===== src/rtl/reg_file_scoreboard_pkg.sv =====
// reg_file_scoreboard_pkg: shared sizing constants for the register file scoreboard
package reg_file_scoreboard_pkg;
  localparam int NUM_REGS = 16;
  localparam int REG_ADDR_W = 4;
  localparam int PEND_W = 2;
endpackage


===== src/rtl/reg_file_scoreboard_pending_ctr.sv =====
// reg_pending_ctr: per-register outstanding-write counter
// ports: clk, rst_n (async active-low), inc/dec/clr controls, count value, nonzero flag (registered)
module reg_pending_ctr
  import reg_file_scoreboard_pkg::*;
(
  input  logic              clk,
  input  logic              rst_n,
  input  logic              inc,
  input  logic              dec,
  input  logic              clr,
  output logic [PEND_W-1:0] count,
  output logic              nonzero
);
  logic [PEND_W-1:0] nxt;
  always_comb nxt = clr ? '0 : (inc && !dec) ? count + 1'b1 : (dec && !inc) ? count - 1'b1 : count;
  // nonzero is its own flop so hold outputs come straight from a register
  always_ff @(posedge clk or negedge rst_n)
    if (!rst_n) begin
      count <= '0;
      nonzero <= 1'b0;
    end else begin
      count <= nxt;
      nonzero <= |nxt;
    end
endmodule


===== src/rtl/reg_file_scoreboard.sv =====
// reg_file_scoreboard: 16-entry register file with per-register pending-write tracking
// ports: clk, rst_n (async active-low); reserve_valid/reserve_addr/reserve_ready claim a destination;
// wb_valid/wb_addr/wb_data write a register; flush drops all reservations;
// r00_Q..r15_Q register contents; hold_Q pending flags; wb_error sticky unexpected-writeback flag
module reg_file_scoreboard
  import reg_file_scoreboard_pkg::*;
#(
  parameter int DATA_W = 32,
  parameter int MAX_PEND = 3
) (
  input  logic                  clk,
  input  logic                  rst_n,
  input  logic                  reserve_valid,
  input  logic [REG_ADDR_W-1:0] reserve_addr,
  output logic                  reserve_ready,
  input  logic                  wb_valid,
  input  logic [REG_ADDR_W-1:0] wb_addr,
  input  logic [DATA_W-1:0]     wb_data,
  input  logic                  flush,
  output logic [DATA_W-1:0]     r00_Q,
  output logic [DATA_W-1:0]     r01_Q,
  output logic [DATA_W-1:0]     r02_Q,
  output logic [DATA_W-1:0]     r03_Q,
  output logic [DATA_W-1:0]     r04_Q,
  output logic [DATA_W-1:0]     r05_Q,
  output logic [DATA_W-1:0]     r06_Q,
  output logic [DATA_W-1:0]     r07_Q,
  output logic [DATA_W-1:0]     r08_Q,
  output logic [DATA_W-1:0]     r09_Q,
  output logic [DATA_W-1:0]     r10_Q,
  output logic [DATA_W-1:0]     r11_Q,
  output logic [DATA_W-1:0]     r12_Q,
  output logic [DATA_W-1:0]     r13_Q,
  output logic [DATA_W-1:0]     r14_Q,
  output logic [DATA_W-1:0]     r15_Q,
  output logic [NUM_REGS-1:0]   hold_Q,
  output logic                  wb_error
);
  localparam logic [PEND_W-1:0] MAX_P = PEND_W'(MAX_PEND);
  logic [DATA_W-1:0] regs [NUM_REGS];
  logic [PEND_W-1:0] pend [NUM_REGS];
  logic accept;
  assign reserve_ready = pend[reserve_addr] < MAX_P;
  assign accept = reserve_valid && reserve_ready;
  for (genvar i = 0; i < NUM_REGS; i++) begin : g_ctr
    reg_pending_ctr u_ctr (
      .clk(clk),
      .rst_n(rst_n),
      .inc(accept && reserve_addr == REG_ADDR_W'(i)),
      .dec(wb_valid && wb_addr == REG_ADDR_W'(i) && hold_Q[i]),
      .clr(flush),
      .count(pend[i]),
      .nonzero(hold_Q[i])
    );
  end
  always_ff @(posedge clk or negedge rst_n)
    if (!rst_n) for (int k = 0; k < NUM_REGS; k++) regs[k] <= '0;
    else if (wb_valid) regs[wb_addr] <= wb_data;
  // a flush cycle discards bookkeeping, so its writeback is never flagged
  always_ff @(posedge clk or negedge rst_n)
    if (!rst_n) wb_error <= 1'b0;
    else if (wb_valid && !flush && !hold_Q[wb_addr]) wb_error <= 1'b1;
  assign r00_Q = regs[0];
  assign r01_Q = regs[1];
  assign r02_Q = regs[2];
  assign r03_Q = regs[3];
  assign r04_Q = regs[4];
  assign r05_Q = regs[5];
  assign r06_Q = regs[6];
  assign r07_Q = regs[7];
  assign r08_Q = regs[8];
  assign r09_Q = regs[9];
  assign r10_Q = regs[10];
  assign r11_Q = regs[11];
  assign r12_Q = regs[12];
  assign r13_Q = regs[13];
  assign r14_Q = regs[14];
  assign r15_Q = regs[15];
endmodule


===== config.mk =====
export PLATFORM = sky130hd
export DESIGN_NAME = reg_file_scoreboard
export DESIGN_NICKNAME = d
export VERILOG_FILES = /design/src/rtl/reg_file_scoreboard_pkg.sv /design/src/rtl/reg_file_scoreboard_pending_ctr.sv /design/src/rtl/reg_file_scoreboard.sv
export SDC_FILE = /design/constraint.sdc
export NUM_CORES = 1
export LEC_CHECK = 0
export ABC_AREA = 0
export BUFFER_PORTS_ARGS = -buffer_cell sky130_fd_sc_hd__buf_2
export CAP_MARGIN = 20
export CORE_AREA = 2 2 226 228
export DETAILED_ROUTE_END_ITERATION = 10
export DIE_AREA = 0 0 228 230
export PLACE_DENSITY = 0.68
export SKIP_CTS_REPAIR_TIMING = 1
export SLEW_MARGIN = 20
export SYNTH_ARGS = -nofsm -noshare
export SYNTH_HDL_FRONTEND = slang
export SYNTH_HIERARCHICAL = 1
export SYNTH_SLANG_ARGS = --single-unit
export TNS_END_PERCENT = 1

===== constraint.sdc =====
create_clock -name clk -period 2 [get_ports clk]
set_input_delay 0.3 -clock clk [delete_from_list [all_inputs] [get_ports clk]]
set_output_delay 0.3 -clock clk [all_outputs]
set_load 0.01 [all_outputs]

==> run summary, run 1 <==
### Layout
- commonest non-fill, non-tap cell in the layout: sky130_fd_sc_hd__buf_2
- number of fillers in the final layout: 4,078
- register area: 14,040 µm²
- fraction of layout cells with a size suffix above 1: 0.5618
- most used cells in the layout excluding fill and tap cells: sky130_fd_sc_hd__buf_2, sky130_fd_sc_hd__dfrtp_1, sky130_fd_sc_hd__mux2_2
- core occupancy in the finished layout: 0.5803
- Antenna Diode Count: 0
- area taken by multi-input logic gates: 8254 µm²
- net count reported at finish: 2,188
- synth-to-layout area growth: 28.91%

### Global route
- first-pass GRT wire length: 103.0 mm
- GRT Overall Usage: 0.2605
- pin count of the biggest net entering global routing: 80
- antenna violations before repair: 4
- vias in the first global route: 15,600
- total global routing overflow: 0

### Placement
- number of buffers added on ports: 574
- half-perimeter wire length of the detailed placement result: 49.45 mm
- RD Place Congestion: 0.8611
- Setup Slack @ Placement: -421.9 ps

### Logic synthesis
- post-synthesis cell type count: 32
- Syn. warnings: 6
- Synth Net Count: 1,540
- share of flip-flops with an asynchronous set or reset: 1.000
- leading register cell type out of synthesis: sky130_fd_sc_hd__dfrtp_1
- area of the mapped netlist: 22,450 µm²
- share of synthesized area occupied by flip-flops and latches: 0.6254
- synthesized flop and latch total: 561
- number of enable flip-flop cells after synthesis: 0
- mean post-synth cell area: 15.02 µm²
- gate count after technology mapping: 1,495

### Timing
- Setup-failing EPs final: 24
- maximum clock skew at final layout: 18.76 ps
- Final min period: 2386 ps
- Pins Over Slew Limit: 0
- PnR worst setup slack: -385.8 ps
- Hold Fails Final Rpt: 0
- slew at the pin closest to its max-slew limit: 653.6 ps
- achievable frequency: 419.1 MHz
- RSZ-0062 raised after global routing: yes
- share of the cycle needed by the critical path after routing: 1.193
- worst slew margin relative to its limit: 0.5643

### Status
- run status: finished, violations left
- violated checks: negative setup slack

### Floorplanning
- Core ar.: 49,860 µm²
- number of primary I/O pins: 575
- Initial Util: 0.4502
- Die Y: 230 µm
- floorplan row count: 82
- die outline area: 52,440 µm²
- die span in x: 228 µm

### Clocking
- clock insertion delay at the later pin of the skew report: 600 ps
- clock buffer depth: 3
- clock input transition at the sequential cells of the worst setup and hold paths: 60 ps
- CTS tree: built
- Clock Sinks: 561
- clk root buf: sky130_fd_sc_hd__clkbuf_16
- H-Tree Depth: 2
- total CTS buffers: 56

### Setup path
- path type of the worst setup path: flip-flop to primary output
- critical-path maximum fanout: 2
- critical path launch point type: flip-flop
- Critical Path AT: 2090 ps
- required time of the critical path: 1700 ps
- element type at the critical path end: primary output

### Route
- WL per Instance: 24.33 µm
- routed wire length: 69.49 mm
- per-cell via count in the routed design: 5.344
- total DRC errors in the routed layout: 0
- number of detailed-route iterations in the first pass: 6
- iteration-0 DRC count of the detailed router: 740
- number of nets with antenna violations after detailed routing: 0
- Vias: 15,263

### Power and ir drop
- IR Drop Worst-Case VDD: 663.3 µV
- static leakage: 14.03 nW
- PD cells: 1137 nW/µm²

### Flow run
- Maximum Capacitance Violations: 0

### Worst hold path
- worst min path class: primary input to flip-flop

## state kept, by name, indices dropped and copies added (netlist names)
signal               cells
g_ctr.u_ctr/count       32
r00_Q                   32
r01_Q                   32
r02_Q                   32
r03_Q                   32
r04_Q                   32
r05_Q                   32
r06_Q                   32
r07_Q                   32
r08_Q                   32
r09_Q                   32
r10_Q                   32
r11_Q                   32
r12_Q                   32
r13_Q                   32
r14_Q                   32
r15_Q                   32
g_ctr.u_ctr/nonzero     16
wb_error                 1
## report_power, final
part / internal, mW / leakage [nW] / switching (mW)
Combinational: 3.45 / 6.18 / 4.05
Sequential: 13.8 / 6.95 / 1.25
Clock: 5.99 / 0.899 / 4.38
## Yosys cell counts (4+ instances only)
| cell | number | area share |
|---|---|---|
| sky130_fd_sc_hd__dfrtp_1 | 561 | 0.63 |
| sky130_fd_sc_hd__mux2_2 | 370 | 0.19 |
| sky130_fd_sc_hd__mux2_1 | 149 | 0.075 |
| sky130_fd_sc_hd__nor2_1 | 83 | 0.014 |
| sky130_fd_sc_hd__buf_2 | 49 | 0.011 |
| sky130_fd_sc_hd__clkbuf_1 | 36 | 0.0060 |
| sky130_fd_sc_hd__nor2b_1 | 34 | 0.0095 |
| sky130_fd_sc_hd__nor3_1 | 32 | 0.0071 |
| sky130_fd_sc_hd__and2_1 | 26 | 0.0072 |
| sky130_fd_sc_hd__a211oi_1 | 16 | 0.0054 |
| sky130_fd_sc_hd__a21oi_1 | 16 | 0.0036 |
| sky130_fd_sc_hd__a22o_1 | 16 | 0.0062 |
| sky130_fd_sc_hd__nor3b_1 | 16 | 0.0054 |
| sky130_fd_sc_hd__xor2_1 | 16 | 0.0062 |
| sky130_fd_sc_hd__nand2_1 | 12 | 0.0020 |
| sky130_fd_sc_hd__mux4_2 | 11 | 0.011 |
| sky130_fd_sc_hd__mux2_4 | 9 | 0.0060 |
| sky130_fd_sc_hd__nand3_1 | 7 | 0.0016 |
| sky130_fd_sc_hd__buf_6 | 6 | 0.0030 |
| sky130_fd_sc_hd__inv_1 | 6 | 0.0010 |
| sky130_fd_sc_hd__nand3b_1 | 5 | 0.0017 |
| sky130_fd_sc_hd__or3_1 | 4 | 0.0011 |
## layout make-up
cell class | count | share of cell area
Tap cell | 672 | 0.02906
Clock inverter | 16 | 0.005578
Sequential cell | 561 | 0.4852
Timing Repair Buffer | 682 | 0.1367
Multi-Input combinational cell | 836 | 0.2852
Clock buffer | 83 | 0.05746
Inverter | 6 | 0.0007783
## final timing paths
check                                         from                      end  slack, ps  depth (start not counted)
setup reg to reg           g_ctr[6].u_ctr/count[1]  g_ctr[6].u_ctr/count[1]       -120                          7
setup / recovery           g_ctr[7].u_ctr/count[0]            reserve_ready       -390                          6
hold reg to reg                           wb_error                 wb_error        480                          1
max in group asynchronous                    rst_n                 r05_Q[6]        820                          3
hold / removal                         wb_data[19]                r04_Q[19]        210                          2
min in group asynchronous                    rst_n                r03_Q[15]        250                          2
## routing by layer
| metal | wire (µm) | global-route usage | vias up |
|---|---|---|---|
| met3 | 3773 | 0.05308 | 135 |
| met2 | 34900 | 0.4486 | 507 |
| met4 | 2434 | 0.09048 | 4 |
| met1 | 28360 | 0.3281 | 8047 |
| li1 | - | - | 6570 |
| met5 | 27 | 0 | - |
## metrics by stage
stage / std cells / setup TNS, ps / cell area, µm² / hold slack (ps) / total power, mW
2_1_floorplan: 1495 / -474.3 / 22540 / 4.409 / 18.54
3_3_place_gp: 2756 / -10760 / 26940 / 298.1 / 22.52
3_5_place_dp: 2756 / -15090 / 26940 / 295.3 / 22.78
4_1_cts: 2855 / -3592 / 28760 / -348.6 / 33.18
5_1_grt: 2856 / -5578 / 28940 / 204.1 / 34.26
6_report: 2856 / -1366 / 28940 / 211.4 / 32.90
## worst max-delay path, stage by stage, from the launching register on
cell	delay, ps
sky130_fd_sc_hd__dfrtp_1	400
sky130_fd_sc_hd__mux4_2	490
sky130_fd_sc_hd__buf_4	150
sky130_fd_sc_hd__a22oi_2	130
sky130_fd_sc_hd__nand3_1	110
sky130_fd_sc_hd__nand2_2	110
sky130_fd_sc_hd__buf_6	110
## cells by family after synthesis
group	count (synthesis)	share of synthesized area
DFF	561	0.6254
muxes	541	0.2783
and+or+nand+nor	227	0.05217
buffers and inverters	98	0.02129
AOI/OAI and AO/OA	52	0.01661
xor gates and xnor gates	16	0.006242
Note: power is estimated with default switching activity, not from simulation.
==> run 2: changes to the inputs <==
Settings changed: GPL_ROUTABILITY_DRIVEN set to 0, REMOVE_ABC_BUFFERS set to 1.
==> run summary, run 2 (synthesized netlist as in run 1, its figures left out) <==
### Status
- run status: finished, violations left, unchanged
- violated checks: negative setup slack, unchanged

### Clocking
- clock buffer depth: 3, unchanged
- CTS tree: built, unchanged
- H-Tree Depth: 2, unchanged
- clk root buf: sky130_fd_sc_hd__clkbuf_16, unchanged
- total CTS buffers: 56, unchanged
- clock insertion delay at the later pin of the skew report: 600 ps, about the same
- Clock Sinks: 561, unchanged
- clock input transition at the sequential cells of the worst setup and hold paths: 70 ps, was 60 ps

### Floorplanning
- Core ar.: 49,860 µm², unchanged
- die span in x: 228 µm, unchanged
- floorplan row count: 82, unchanged
- die outline area: 52,440 µm², unchanged
- Initial Util: 0.4502, unchanged
- number of primary I/O pins: 575, unchanged
- Die Y: 230 µm, unchanged

### Layout
- synth-to-layout area growth: 29.46%, was 28.91%
- fraction of layout cells with a size suffix above 1: 0.5576, was 0.5618
- core occupancy in the finished layout: 0.5828, was 0.5803
- Antenna Diode Count: 0, unchanged
- Final Cell Area: 29,060 µm², was 28,940 µm²
- net count reported at finish: 2,212, was 2,188
- commonest non-fill, non-tap cell in the layout: sky130_fd_sc_hd__buf_2, unchanged
- final standard cell count with taps included and fillers excluded: 2,885, was 2,856
- most used cells in the layout excluding fill and tap cells: sky130_fd_sc_hd__buf_2, sky130_fd_sc_hd__dfrtp_1, sky130_fd_sc_hd__mux2_2, unchanged

### Route
- WL per Instance: 24.49 µm, was 24.33 µm
- number of detailed-route iterations in the first pass: 5, was 6
- iteration-0 DRC count of the detailed router: 811, was 740
- total DRC errors in the routed layout: 0, unchanged
- Vias: 15,458, was 15,263
- number of nets with antenna violations after detailed routing: 0, unchanged
- routed wire length: 70.66 mm, was 69.49 mm
- per-cell via count in the routed design: 5.358, was 5.344

### Power and ir drop
- PD cells: 1142 nW/µm², was 1137 nW/µm²
- overall power consumption: 33.17 mW, was 32.90 mW
- static leakage: 14.15 nW, was 14.03 nW
- IR Drop Worst-Case VDD: 740.0 µV, was 663.3 µV

### Timing
- RSZ-0062 raised after global routing: yes, unchanged
- Setup-failing EPs final: 19, was 24
- Pins Over Slew Limit: 0, unchanged
- PnR worst setup slack: -397.3 ps, was -385.8 ps
- worst hold slack after final layout: 113.8 ps, was 211.4 ps
- Setup Total Neg Slack: -1370 ps, was -1366 ps
- slew at the pin closest to its max-slew limit: 734.6 ps, was 653.6 ps
- achievable frequency: 417.1 MHz, was 419.1 MHz
- Final min period: 2397 ps, was 2386 ps
- Hold Fails Final Rpt: 0, unchanged
- share of the cycle needed by the critical path after routing: 1.199, was 1.193
- maximum clock skew at final layout: 10.59 ps, was 18.76 ps
- worst slew margin relative to its limit: 0.5103, was 0.5643

### Setup path
- worst setup path startpoint: g_ctr[3].u_ctr/count[1], was g_ctr[7].u_ctr/count[0]
- path type of the worst setup path: flip-flop to primary output, unchanged
- Critical Path AT: 2100 ps, was 2090 ps
- reg2reg end: g_ctr[5].u_ctr/count[1], was g_ctr[6].u_ctr/count[1]
- Reg2Reg Setup Slack: -160 ps, was -120 ps
- FF-to-FF path depth: 7, unchanged
- required time of the critical path: 1700 ps, about the same
- worst flop-to-flop path startpoint: g_ctr[6].u_ctr/count[0], was g_ctr[6].u_ctr/count[1]
- critical-path maximum fanout: 2, unchanged
- critical path launch point type: flip-flop, unchanged
- destination of the critical timing path: reserve_ready, unchanged
- element type at the critical path end: primary output, unchanged

### Global route
- vias in the first global route: 15,842, was 15,600
- first-pass GRT wire length: 104.3 mm, was 103.0 mm
- met3 usage: 0.06076, was 0.05308
- met2 Usage GRT: 0.4604, was 0.4486
- total global routing overflow: 0, unchanged
- busiest metal layer after global routing: met2, unchanged
- global-route met1 utilization: 0.3293, was 0.3281
- pin count of the biggest net entering global routing: 89, was 80
- antenna violations before repair: 0, was 4
- GRT Overall Usage: 0.2661, was 0.2605

### Placement
- number of buffers added on ports: 574, unchanged
- Placed Area: 26,990 µm², was 26,940 µm²
- Setup Slack @ Placement: -463.0 ps, was -421.9 ps
- cell total after placement: 2,778, was 2,756
- half-perimeter wire length of the detailed placement result: 49.93 mm, was 49.45 mm

### Worst hold path
- worst min path class: primary input to flip-flop, unchanged
- worst hold path startpoint: wb_data[28], was wb_data[19]

### Flow run
- Maximum Capacitance Violations: 0, unchanged

-- run 2: cell types whose count changed in the layout (fill, tap and decap cells not counted), sizes merged --
cell and delta:
clkbuf +9, buf +24, bufinv +2, clkinvlp -1, inv -1, clkinv -4
-- run 2: layout make-up --
type | instances | area, µm²
Clock inverter | 12 | 202.7
Clock buffer | 92 | 1677
Timing Repair Buffer | 706 | 4115
Sequential cell | 561 | 14040
Tap cell | 672 | 840.8
Fill cell | 4065 | 20800
Multi-Input combinational cell | 836 | 8164
Inverter | 6 | 22.52
-- run 2: per-layer routing --
| metal | vias to the layer above | part of all wire | wire, µm |
|---|---|---|---|
| met3 | 123 | 0.064 | 4549 |
| li1 | 6617 | - | - |
| met2 | 576 | 0.51 | 35740 |
| met4 | 0 | 0.034 | 2392 |
| met5 | - | 0 | 0 |
| met1 | 8142 | 0.40 | 27990 |
-- run 2: worst min-delay path by stage --
stage | to | cells after the start | slack (ps)
after global routing | r02_Q[28] | 2 | 120
after global placement | r12_Q[14] | 1 | 210
after detailed placement | r12_Q[2] | 1 | 220
final | r00_Q[28] | 2 | 110
after floorplan | g_ctr[0].u_ctr/count[0] | 0 | 4
after CTS | r02_Q[5] | 1 | -430
-- run 2: where the power goes --
group,leakage (nW),switching (mW),internal (mW),total (mW)
combinational,6.29,4.05,3.46,7.51
sequential,6.95,1.24,13.8,15.0
clock,0.910,4.41,6.24,10.6
-- run 2: worst max-delay path: stages (launching register included) --
cell and delay, ps:
sky130_fd_sc_hd__dfrtp_1 400, sky130_fd_sc_hd__mux4_2 510, sky130_fd_sc_hd__buf_6 140, sky130_fd_sc_hd__a22oi_2 140
sky130_fd_sc_hd__nand3_1 100, sky130_fd_sc_hd__nand2_2 110, sky130_fd_sc_hd__buf_6 110
==> run 3: changes to the inputs <==
Settings changed: CORE_AREA 2 2 226 228 to 2 2 222 224, DIE_AREA 0 0 228 230 to 0 0 224 226.
Clock period 2 ns to 2.65 ns, I/O delays scaled along.
==> run summary, run 3 (synthesized netlist as in run 1, its figures left out) <==
### Status
- run status: completed, was finished, violations left

### Timing
- Pins Over Slew Limit: 0, unchanged
- Final min period: 2518 ps
- Setup Total Neg Slack: 0 ps, was -1370 ps
- worst slew margin relative to its limit: 0.4642, was 0.5103
- maximum clock skew at final layout: 9.477 ps, was 10.59 ps
- achievable frequency: 397.1 MHz
- slew at the pin closest to its max-slew limit: 803.7 ps, was 734.6 ps
- RSZ-0062 raised after global routing: no, was yes
- share of the cycle needed by the critical path after routing: 0.9503
- Hold Fails Final Rpt: 0, unchanged
- Setup-failing EPs final: 0, was 19

### Layout
- commonest non-fill, non-tap cell in the layout: sky130_fd_sc_hd__buf_2, unchanged
- final standard cell count with taps included and fillers excluded: 2,762, was 2,885
- Antenna Diode Count: 0, unchanged
- most used cells in the layout excluding fill and tap cells: sky130_fd_sc_hd__buf_2, sky130_fd_sc_hd__dfrtp_1, sky130_fd_sc_hd__mux2_2, unchanged
- synth-to-layout area growth: 25.97%, was 29.46%
- fraction of layout cells with a size suffix above 1: 0.5308, was 0.5576
- net count reported at finish: 2,141, was 2,212

### Setup path
- critical path launch point type: flip-flop, unchanged
- path type of the worst setup path: flip-flop to primary output, unchanged
- critical-path maximum fanout: 7, was 2
- element type at the critical path end: primary output, unchanged
- Critical Path AT: 2120 ps, was 2100 ps
- required time of the critical path: 2250 ps, was 1700 ps

### Power and ir drop
- Internal Dissipation: 17.77 mW, was 23.48 mW
- net switching share of the total power: 0.2953, was 0.2923
- net load switching power: 7.448 mW, was 9.697 mW
- IR Drop Worst-Case VDD: 561.1 µV, was 740.0 µV
- Clock Power Share: 0.325, was 0.321
- sequential cell fraction of total power: 0.450, was 0.453
- fraction of power consumed by combinational cells: 0.225, was 0.226
- static leakage: 13.79 nW, was 14.15 nW
- overall power consumption: 25.22 mW, was 33.17 mW
- PD cells: 891.9 nW/µm², was 1142 nW/µm²

### Global route
- GRT Overall Usage: 0.2725, was 0.2661
- total global routing overflow: 0, unchanged
- first-pass GRT wire length: 101.6 mm, was 104.3 mm
- antenna violations before repair: 0, unchanged
- vias in the first global route: 15,149, was 15,842
- pin count of the biggest net entering global routing: 95, was 89

### Route
- WL per Instance: 25.40 µm, was 24.49 µm
- number of nets with antenna violations after detailed routing: 0, unchanged
- iteration-0 DRC count of the detailed router: 874, was 811
- Vias: 15,084, was 15,458
- number of detailed-route iterations in the first pass: 4, was 5
- routed wire length: 70.15 mm, was 70.66 mm
- total DRC errors in the routed layout: 0, unchanged
- per-cell via count in the routed design: 5.461, was 5.358

### Clocking
- clock insertion delay at the later pin of the skew report: 610 ps, was 600 ps
- clock buffer depth: 3, unchanged
- Clock Sinks: 561, unchanged
- clock input transition at the sequential cells of the worst setup and hold paths: 60 ps, was 70 ps
- clk root buf: sky130_fd_sc_hd__clkbuf_16, unchanged
- H-Tree Depth: 2, unchanged
- CTS tree: built, unchanged
- total CTS buffers: 57, was 56

### Floorplanning
- Die Y: 226 µm, was 230 µm
- Initial Util: 0.4643, was 0.4502
- die outline area: 50,620 µm², was 52,440 µm²
- die span in x: 224 µm, was 228 µm
- floorplan row count: 81, was 82
- number of primary I/O pins: 575, unchanged
- Core ar.: 48,340 µm², was 49,860 µm²

### Worst hold path
- worst min path class: primary input to flip-flop, unchanged

### Flow run
- Maximum Capacitance Violations: 0, unchanged

### Placement
- number of buffers added on ports: 574, unchanged
- half-perimeter wire length of the detailed placement result: 48.47 mm, was 49.93 mm
- cell total after placement: 2,658, was 2,778

-- run 3: cell count changes in the layout (fill, tap and decap cells not counted), sizes merged --
cell,previous run,this run
buf,705,633
clkbuf,92,87
clkinv,5,10
bufinv,4,2
clkinvlp,1,2
-- run 3: critical path, cell delays in order (launching register included) --
cell	delay (ps)
sky130_fd_sc_hd__dfrtp_1	470
sky130_fd_sc_hd__mux4_2	510
sky130_fd_sc_hd__a22oi_1	210
sky130_fd_sc_hd__nand3_1	90
sky130_fd_sc_hd__nand2_1	100
sky130_fd_sc_hd__buf_2	140
-- run 3: path summary, 6_finish.rpt --
kind                       cells after the start                      end               startpoint  slack [ps]
max                                            5            reserve_ready  g_ctr[3].u_ctr/count[0]         130
max in group asynchronous                      5                r07_Q[27]                    rst_n        1380
min                                            2                 r08_Q[9]               wb_data[9]         220
min in group asynchronous                      2                 r04_Q[8]                    rst_n         310
max reg2reg                                    7  g_ctr[6].u_ctr/count[1]  g_ctr[7].u_ctr/count[0]         410
min reg2reg                                    1                 r04_Q[8]                 r04_Q[8]         480
-- run 3: per-stage QoR --
| step | hold slack [ps] | utilization | instance area (µm²) | setup slack (ps) |
|---|---|---|---|---|
| after floorplan | 101.9 | - | 21990 | -331.0 |
| after global placement | 367.4 | 0.5446 | 26330 | 177.1 |
| after detailed placement | 372.5 | 0.5446 | 26330 | 114.4 |
| after CTS | -285.4 | 0.5848 | 28270 | 109.6 |
| after global routing | 213.6 | 0.5850 | 28280 | 51.40 |
| final | 218.6 | 0.5850 | 28280 | 131.7 |
-- run 3: per-layer routing --
layer	up-vias	wire length, µm	track usage	part of all wire
met5	-	0	0	0
met4	0	3041	0.1105	0.043
met3	147	4799	0.07039	0.068
met2	540	34420	0.4548	0.49
met1	7919	27880	0.3390	0.40
li1	6478	-	-	-
-- run 3: power groups by stage --
stage	clock network, mW	registers (mW)	logic [mW]
floorplan	0	12.3	1.61
global placement	0	11.4	5.62
detailed placement	0	11.5	5.71
CTS	8.36	11.3	5.73
global route	8.69	11.6	6.00
finish	8.20	11.3	5.68
-- run 3: final cells by class --
class	count	area [µm²]
clock buffers	87	1770
clock inverters	16	171.4
fillers	3863	20060
inverters	6	22.52
multi-input cells	836	8011
flip-flops and latches	561	14040
well taps	622	778.2
repair buffers	634	3486
